===== config.mk =====
export PLATFORM = sky130hd
export DESIGN_NAME = debounce_scheduler_flat
export DESIGN_NICKNAME = d
export VERILOG_FILES = /design/src/rtl/debounce_scheduler_if.sv /design/src/rtl/debounce_scheduler.sv /design/src/flat_wrapper.sv
export SDC_FILE = /design/constraint.sdc
export NUM_CORES = 1
export LEC_CHECK = 0
export ABC_AREA = 1
export CELL_PAD_IN_SITES_DETAIL_PLACEMENT = 0
export CELL_PAD_IN_SITES_GLOBAL_PLACEMENT = 1
export CORE_MARGIN = 2
export CORE_UTILIZATION = 42
export CTS_BUF_LIST = sky130_fd_sc_hd__clkbuf_2 sky130_fd_sc_hd__clkbuf_4 sky130_fd_sc_hd__clkbuf_8
export CTS_CLUSTER_DIAMETER = 200
export DETAILED_ROUTE_END_ITERATION = 8
export MAX_ROUTING_LAYER = met4
export PLACE_DENSITY = 0.89
export SYNTH_ARGS = -nofsm -noshare
export SYNTH_HDL_FRONTEND = slang
export SYNTH_SLANG_ARGS = --single-unit

===== constraint.sdc =====
create_clock -name Clk -period 4.2 [get_ports Clk]
set_input_delay 0.84 -clock Clk [delete_from_list [all_inputs] [get_ports Clk]]
set_output_delay 0.84 -clock Clk [all_outputs]
set_load 0.01 [all_outputs]

===== src/rtl/debounce_scheduler_if.sv =====
// debounce_scheduler_if: button-side bundle (raw inputs in, debounced levels/pulses/grant/busy out)
interface debounce_scheduler_if #(parameter int N_BTN = 4);
  logic [N_BTN-1:0] btn_raw, btn_level, btn_pulse, grant;
  logic busy;
  modport master (output btn_raw, input btn_level, btn_pulse, grant, busy);
  modport slave (input btn_raw, output btn_level, btn_pulse, grant, busy);
endinterface


===== src/rtl/debounce_scheduler.sv =====
// debounce_scheduler: N_BTN push-buttons debounced through one shared round-robin hold-off timer
// Ports: Clk, Reset (async, active-high); bus.btn_raw in; bus.btn_level, bus.btn_pulse, bus.grant, bus.busy out.
// Define DEBOUNCE_RELEASE_PULSE_EN to pulse btn_pulse on release commits as well as presses.
module debounce_scheduler #(
  parameter int N_BTN = 4,
  parameter int HOLD_CYCLES = 30000000,
  parameter int CNT_W = 25
) (
  input logic Clk,
  input logic Reset,
  debounce_scheduler_if.slave bus
);
  localparam int IW = $clog2(N_BTN);
`ifdef DEBOUNCE_RELEASE_PULSE_EN
  localparam bit REL_PULSE = 1'b1;
`else
  localparam bit REL_PULSE = 1'b0;
`endif
  typedef enum logic [1:0] {IDLE, HOLD, COMMIT} state_t;
  state_t state_q;
  logic [N_BTN-1:0] sync1_q, sync_q, level_q, pulse_q, grant_q, req;
  logic [IW-1:0] last_q, w_q, win_d;
  logic sample_q;
  logic [CNT_W-1:0] cnt_q;
  assign req = sync_q ^ level_q;
  // Scan downward so the nearest pending index after last_q is the final assignment.
  always_comb begin
    win_d = last_q;
    for (int k = N_BTN; k >= 1; k--)
      if (req[(int'(last_q) + k) % N_BTN]) win_d = IW'((int'(last_q) + k) % N_BTN);
  end
  always_ff @(posedge Clk or posedge Reset)
    if (Reset) begin
      sync1_q <= '0;
      sync_q <= '0;
      level_q <= '0;
      pulse_q <= '0;
      grant_q <= '0;
      last_q <= IW'(N_BTN - 1);
      w_q <= '0;
      sample_q <= 1'b0;
      cnt_q <= '0;
      state_q <= IDLE;
    end else begin
      sync1_q <= bus.btn_raw;
      sync_q <= sync1_q;
      case (state_q)
        IDLE: if (|req) begin
          state_q <= HOLD;
          grant_q <= N_BTN'(1) << win_d;
          w_q <= win_d;
          sample_q <= sync_q[win_d];
          cnt_q <= '0;
        end
        HOLD: if (sync_q[w_q] != sample_q) begin
          state_q <= IDLE;
          grant_q <= '0;
          last_q <= w_q;
        end else if (cnt_q == CNT_W'(HOLD_CYCLES - 1)) begin
          state_q <= COMMIT;
          level_q[w_q] <= sample_q;
          pulse_q[w_q] <= REL_PULSE | sample_q;
        end else cnt_q <= cnt_q + CNT_W'(1);
        default: begin
          state_q <= IDLE;
          pulse_q <= '0;
          grant_q <= '0;
          last_q <= w_q;
        end
      endcase
    end
  assign bus.btn_level = level_q;
  assign bus.btn_pulse = pulse_q;
  assign bus.grant = grant_q;
  assign bus.busy = |grant_q;
endmodule


===== src/flat_wrapper.sv =====
// flat-port wrapper written by rule: the top's interface ports become plain ports
module debounce_scheduler_flat 
#(
  parameter int N_BTN = 4,
  parameter int HOLD_CYCLES = 30000000,
  parameter int CNT_W = 25
)
  (Clk, Reset, bus_btn_raw, bus_btn_level, bus_btn_pulse, bus_grant, bus_busy);
  debounce_scheduler_if #(.N_BTN(N_BTN)) bus_i ();
  input logic Clk;
  input logic Reset;
  input wire logic [$bits(bus_i.btn_raw)-1:0] bus_btn_raw;
  output wire logic [$bits(bus_i.btn_level)-1:0] bus_btn_level;
  output wire logic [$bits(bus_i.btn_pulse)-1:0] bus_btn_pulse;
  output wire logic [$bits(bus_i.grant)-1:0] bus_grant;
  output wire logic [$bits(bus_i.busy)-1:0] bus_busy;
  assign bus_i.btn_raw = bus_btn_raw;
  assign bus_btn_level = bus_i.btn_level;
  assign bus_btn_pulse = bus_i.btn_pulse;
  assign bus_grant = bus_i.grant;
  assign bus_busy = bus_i.busy;
  debounce_scheduler #(.N_BTN(N_BTN), .HOLD_CYCLES(HOLD_CYCLES), .CNT_W(CNT_W)) u_core (.Clk(Clk), .Reset(Reset), .bus(bus_i));
endmodule

==> impl_metrics.toml, run 1 <==
[sta]
clock_skew_ns = 0.006113
slew_viol_final = 0
setup_violations = 0
fin_tns_setup_ns = 0
worst_pin_slew_ns = 0.9313
slew_headroom_pct = 37.68
max_freq_mhz = 383.5
rsz0062_at_grt = "false"
fin_crit_ns = 2.608
final_hold_viol_count = 0
finalCritPeriodShare_pct = 62.09

[layout]
area_growth_pct = 11.51
fin_nets = 450
drive_gt1_share_pct = 7.658
diodes = 0
fillers = 727

[detailed_routing]
drt_iter0_markers = 118
dr_total_vias = 2764
first_pass_iters = 4
drtAntennaViolNets = 0
drc = 0
drt_wl_total_um = 7083
vias_per_cell = 5.090
wl_per_cell_um = 13.04

[floorplanning]
initial_core_util_pct = 42.72
die_h_um = 89.43
placement_rows = 31
die_w_um = 89.43
core_area_um2 = 7176
dieArea_um2 = 7998
ios = 19

[clock_tree]
postCtsSetupBuffers = 0
htreeDepth = 2
cts_made_buffers = 5
cts_tree = "done"
clockBufferDepth = 2
cts.sinks = 52
root_buffer = "clkbuf_8"
cts.reportedPaths.clkPinSlew_ns = 0.10
hold_buffers = 0
cts_resized = 0
insertion_delay_ns = 0.31

[critical_path]
cp-start-kind = "flip-flop"
end_kind = "flip-flop"
cp_max_fo = 37
crit_arrival_ns = 2.83
criticalPathCategory = "flip-flop to flip-flop"
required_ns = 4.42

[synth]
synth_seq_area_share_pct = 42.53
yosys_warnings = 0
synth_seq_cells = 52
syn-mean-instance-area_um2 = 7.196
synthesis.nets = 433
yosysUniqueCellTypes = 30
synth.cell_area_um2 = 3065
synth_edf_count = 0
synthArstFlopShare_pct = 100.0
synthCells = 426
synth_ff_type = "dfrtp_1"

[global_route]
antenna_found_initial = 0
grt_pass1_wl_um = 12390
grt_start_max_net_pins = 38
gr-total-overflow = 0
grt_pass1_vias = 2610
grt.total_usage_pct = 20.74

[power_and_ir_drop]
peakVddDrop_v = 0.0002192
p_per_area_nw_per_um2 = 488.6
p_total_uw = 1670
leakagePower_uw = 0.001597

[placement]
gp_congestion = 0.9124
portBuffers = 18
hpwl_um = 5290

[run_status]
status = "complete, no violations"

[flow_run]
drv_cap = 0

[worst_hold_path]
hold_class = "flip-flop to flip-flop"
==> synthesized netlist by cell type (all sizes together), types with 3 or more instances <==
cell type	number	share of area, %
xor2	21	6.2
a21oi	4	0.65
nand2	130	16
nand4	9	1.8
inv	53	6.5
o21ai	30	5.4
nor3	7	1.7
nor4	6	1.2
clkbuf	4	0.49
dfrtp	50	41
buf	5	1.3
or2	3	0.61
nor2	53	6.7
nand3	43	7.0
==> report_power, final <==
group | switching (uW) | internal, uW
clock network | 179 | 123
registers | 64.0 | 564
logic | 531 | 210
==> metal layers <==
metal	up-vias	track usage, %	part of all wire, %	routed length, um
li1	1391	-	-	-
met2	78	35.15	49	3437
met4	0	6.106	1.9	136
met1	1280	25.83	45	3181
met3	15	2.862	4.6	328
met5	-	-	0	0
==> placed cells by master, fill, tap and decap left out, drive strengths merged <==
cell	n
a21oi	4
a221oi	1
a22oi	2
buf	1
clkbuf	5
clkdlybuf4s50	18
clkinv	1
clkinvlp	1
dfrtp	50
dfstp	2
ha	1
inv	54
nand2	130
nand3	43
nand4	9
nor2	53
nor3	7
nor4	6
o21ai	30
o22ai	2
or2	3
xor2	21
==> cells by family (layout without fill, tap and decap cells) <==
group | Yosys count | in the layout | share of synthesized area, %
AND/OR/NAND/NOR | 251 | 251 | 35.10
buffers and inverters | 62 | 80 | 8.286
flip-flops | 52 | 52 | 42.53
AO/OA/AOI/OAI | 39 | 39 | 7.429
XOR/XNOR | 21 | 21 | 6.245
adder cells (fa/ha/maj) | 1 | 1 | 0.4081
==> worst max-delay path, stage by stage (launching register included) <==
cell and delay [ns]:
dfrtp_1 0.45, nor2_2 0.21, a22oi_1 0.12, nand2_1 0.11
xor2_2 0.18, nand2_2 0.12, o21ai_4 0.76, inv_2 0.30
o21ai_0 0.26
==> cell type report <==
type,count,area (um2),area share (%)
Tap cell,99,123.9,3.624
Multi-Input combinational cell,312,1508,44.11
Inverter,53,198.9,5.820
Clock inverter,3,27.53,0.8053
Timing Repair Buffer,19,187.7,5.490
Clock buffer,5,68.82,2.013
Sequential cell,52,1304,38.14
==> sequential cells by signal, summed over array words and instances (netlist names) <==
signal	cells
u_core.last_q	2
u_core.sync_q	4
u_core.bus.btn_level	4
u_core.sample_q	1
u_core.w_q	2
u_core.state_q	2
u_core.cnt_q	25
u_core.sync1_q	4
u_core.bus.grant	4
u_core.bus.btn_pulse	4
==> metrics by stage <==
step / worst slack [ns] / utilization (%) / cell area (um2) / hold slack (ns) / instances
floorplan: 2.105 / - / 3065 / 0.3312 / 426
global placement: 1.756 / 46.29 / 3322 / 0.3323 / 535
detailed placement: 1.641 / 46.29 / 3322 / 0.3347 / 535
CTS: 1.584 / 47.64 / 3418 / 0.3577 / 543
global route: 1.278 / 47.64 / 3418 / 0.3655 / 543
finish: 1.592 / 47.64 / 3418 / 0.3572 / 543
==> worst paths after layout <==
check | slack, ns | endpoint | depth (start not counted) | from
setup / recovery | 1.59 | u_core.cnt_q[5]$_DFFE_PP0P_ | 8 | u_core.w_q[1]$_DFFE_PP0P_
hold / removal | 0.36 | u_core.sync_q[1]$_DFF_PP0_ | 0 | u_core.sync1_q[1]$_DFF_PP0_
setup reg to reg | 1.59 | u_core.cnt_q[5]$_DFFE_PP0P_ | 8 | u_core.w_q[1]$_DFFE_PP0P_
hold reg to reg | 0.36 | u_core.sync_q[1]$_DFF_PP0_ | 0 | u_core.sync1_q[1]$_DFF_PP0_
max in group asynchronous | 2.53 | u_core.cnt_q[22]$_DFFE_PP0P_ | 3 | Reset
min in group asynchronous | 0.91 | u_core.state_q[1]$_DFFE_PP0P_ | 2 | Reset
Note: power is estimated with default switching activity, not from simulation.
==> run 2, diff against run 1 <==
Clock period 4.2 ns to 2.66 ns, I/O delays scaled along.
==> impl_metrics.toml, run 2 (synthesis gave the netlist of run 1 again) <==
[layout]
final_common_cell = "nand2_1"
area_growth_pct = 13.31
stdcell_area_um2 = 3473
final_cell_mix = "129 x nand2_1, 50 x nor2_1, 50 x dfrtp_1"
fin_nets = 454
largest_register = "u_core.cnt_q"
largest_reg_flops = 25
diodes = 0
drive_gt1_share_pct = 8.482

[power_and_ir_drop]
p_per_area_nw_per_um2 = 805.1
peakVddDrop_v = 0.0003631
p_total_uw = 2797
leakagePower_uw = 0.001631

[floorplanning]
ios = 19
dieArea_um2 = 7998
placement_rows = 31
die_w_um = 89.43
die_h_um = 89.43
core_area_um2 = 7176
initial_core_util_pct = 42.72

[sta]
fin_tns_setup_ns = 0
setup_violations = 0
final_hold_viol_count = 0
fin_crit_ns = 1.993
rsz0062_at_grt = "false"
finalCritPeriodShare_pct = 74.94
postLayoutSetupSlackWorst_ns = 0.6666
clock_skew_ns = 0.005970
max_freq_mhz = 501.6
slew_viol_final = 0
slew_headroom_pct = 54.92
worst_pin_slew_ns = 0.6762
hold_ws_ns = 0.3548

[critical_path]
startpoint = "u_core.w_q[1]$_DFFE_PP0P_"
critPathTopFamily = "simple AND/OR/NAND/NOR gates"
criticalPathCategory = "flip-flop to flip-flop"
end_kind = "flip-flop"
cp_cell_sequence = "nor2_2, a22oi_1, nand2_1, xor2_2, nand2_2, o21ai_4, buf_4, nand3_1, o21ai_1"
slowest_delay_ns = 0.47
required_ns = 2.90
r2r_cells = 9
reg2reg_from = "u_core.w_q[1]$_DFFE_PP0P_"
path_depth = 9
reg2reg_to = "u_core.cnt_q[16]$_DFFE_PP0P_"
crit_path_top_delay_cell = "dfrtp_1"
crit_arrival_ns = 2.23
cp-start-kind = "flip-flop"
cp_max_fo = 36
cp.buffers_inverters = 1
endpoint = "u_core.cnt_q[16]$_DFFE_PP0P_"
r2r_setup_slack_ns = 0.67

[global_route]
grt_pass1_wl_um = 12540
gr-total-overflow = 0
grt_pass1_vias = 2691
grt_start_max_net_pins = 53
antenna_found_initial = 0
grt.total_usage_pct = 20.83

[detailed_routing]
drt_wl_total_um = 7015
vias_per_cell = 4.929
first_pass_iters = 4
drtAntennaViolNets = 0
drc = 0
drt_iter0_markers = 205
wl_per_cell_um = 12.82
dr_total_vias = 2696

[clock_tree]
hold_buffers = 0
cts_tree = "done"
postCtsSetupBuffers = 0
cts_made_buffers = 5
insertion_delay_ns = 0.31
root_buffer = "clkbuf_8"
cts_resized = 0
clockBufferDepth = 2
cts.sinks = 52
cts.reportedPaths.clkPinSlew_ns = 0.10
htreeDepth = 2

[placement]
portBuffers = 18
gp_congestion = 0.9010
post-place-ws_ns = 0.6725
place_area_um2 = 3352
hpwl_um = 5262

[run_status]
status = "complete, no violations"

[worst_hold_path]
hold_class = "flip-flop to flip-flop"

[flow_run]
drv_cap = 0
## run 2: cell types whose count changed in the layout (fill, tap and decap cells not counted), sizes merged
cell	previous run	this run
clkinvlp	1	0
clkbuf	5	6
inv	54	53
buf	1	5
bufinv	0	1
## run 2: worst reg2reg max path: stages, from the launching register on
cell and delay, ns:
dfrtp_1 0.47, nor2_2 0.22, a22oi_1 0.11, nand2_1 0.12, xor2_2 0.19, nand2_2 0.12
o21ai_4 0.15, buf_4 0.34, nand3_1 0.12, o21ai_1 0.09
## run 2: through the flow
stage / cells / utilization (%)
finish: 547 / 48.40
floorplan: 426 / -
global route: 547 / 48.40
detailed placement: 539 / 46.71
global placement: 539 / 46.71
CTS: 547 / 48.40
## run 2: cell type report
type	instances	area [um2]
Fill cell	726	3702
Multi-Input combinational cell	312	1508
Sequential cell	52	1304
Clock buffer	6	82.58
Clock inverter	2	38.79
Tap cell	99	123.9
Timing Repair Buffer	23	217.7
Inverter	53	198.9
## run 2: worst min path at each step
stage / startpoint / endpoint / slack [ns] / cells after the start
floorplan: u_core.sync1_q[0]$_DFF_PP0_ / u_core.sync_q[0]$_DFF_PP0_ / 0.33 / 0
global placement: u_core.sync1_q[2]$_DFF_PP0_ / u_core.sync_q[2]$_DFF_PP0_ / 0.33 / 0
detailed placement: u_core.sync1_q[3]$_DFF_PP0_ / u_core.sync_q[3]$_DFF_PP0_ / 0.34 / 0
CTS: u_core.sync1_q[3]$_DFF_PP0_ / u_core.sync_q[3]$_DFF_PP0_ / 0.36 / 0
global route: u_core.sync1_q[0]$_DFF_PP0_ / u_core.sync_q[0]$_DFF_PP0_ / 0.36 / 0
finish: u_core.sync1_q[3]$_DFF_PP0_ / u_core.sync_q[3]$_DFF_PP0_ / 0.35 / 0
## run 2: per-layer routing
metal	vias to the layer above	GRT usage (%)	share of wire [%]
met5	-	-	0
met4	0	5.970	1.9
met3	13	2.678	2.7
met2	42	36.16	50
met1	1243	25.38	45
li1	1398	-	-
## run 2: power by group
group | switching [uW] | internal, uW | total (uW)
registers | 104 | 891 | 995
logic | 845 | 376 | 1220
clock network | 273 | 308 | 581
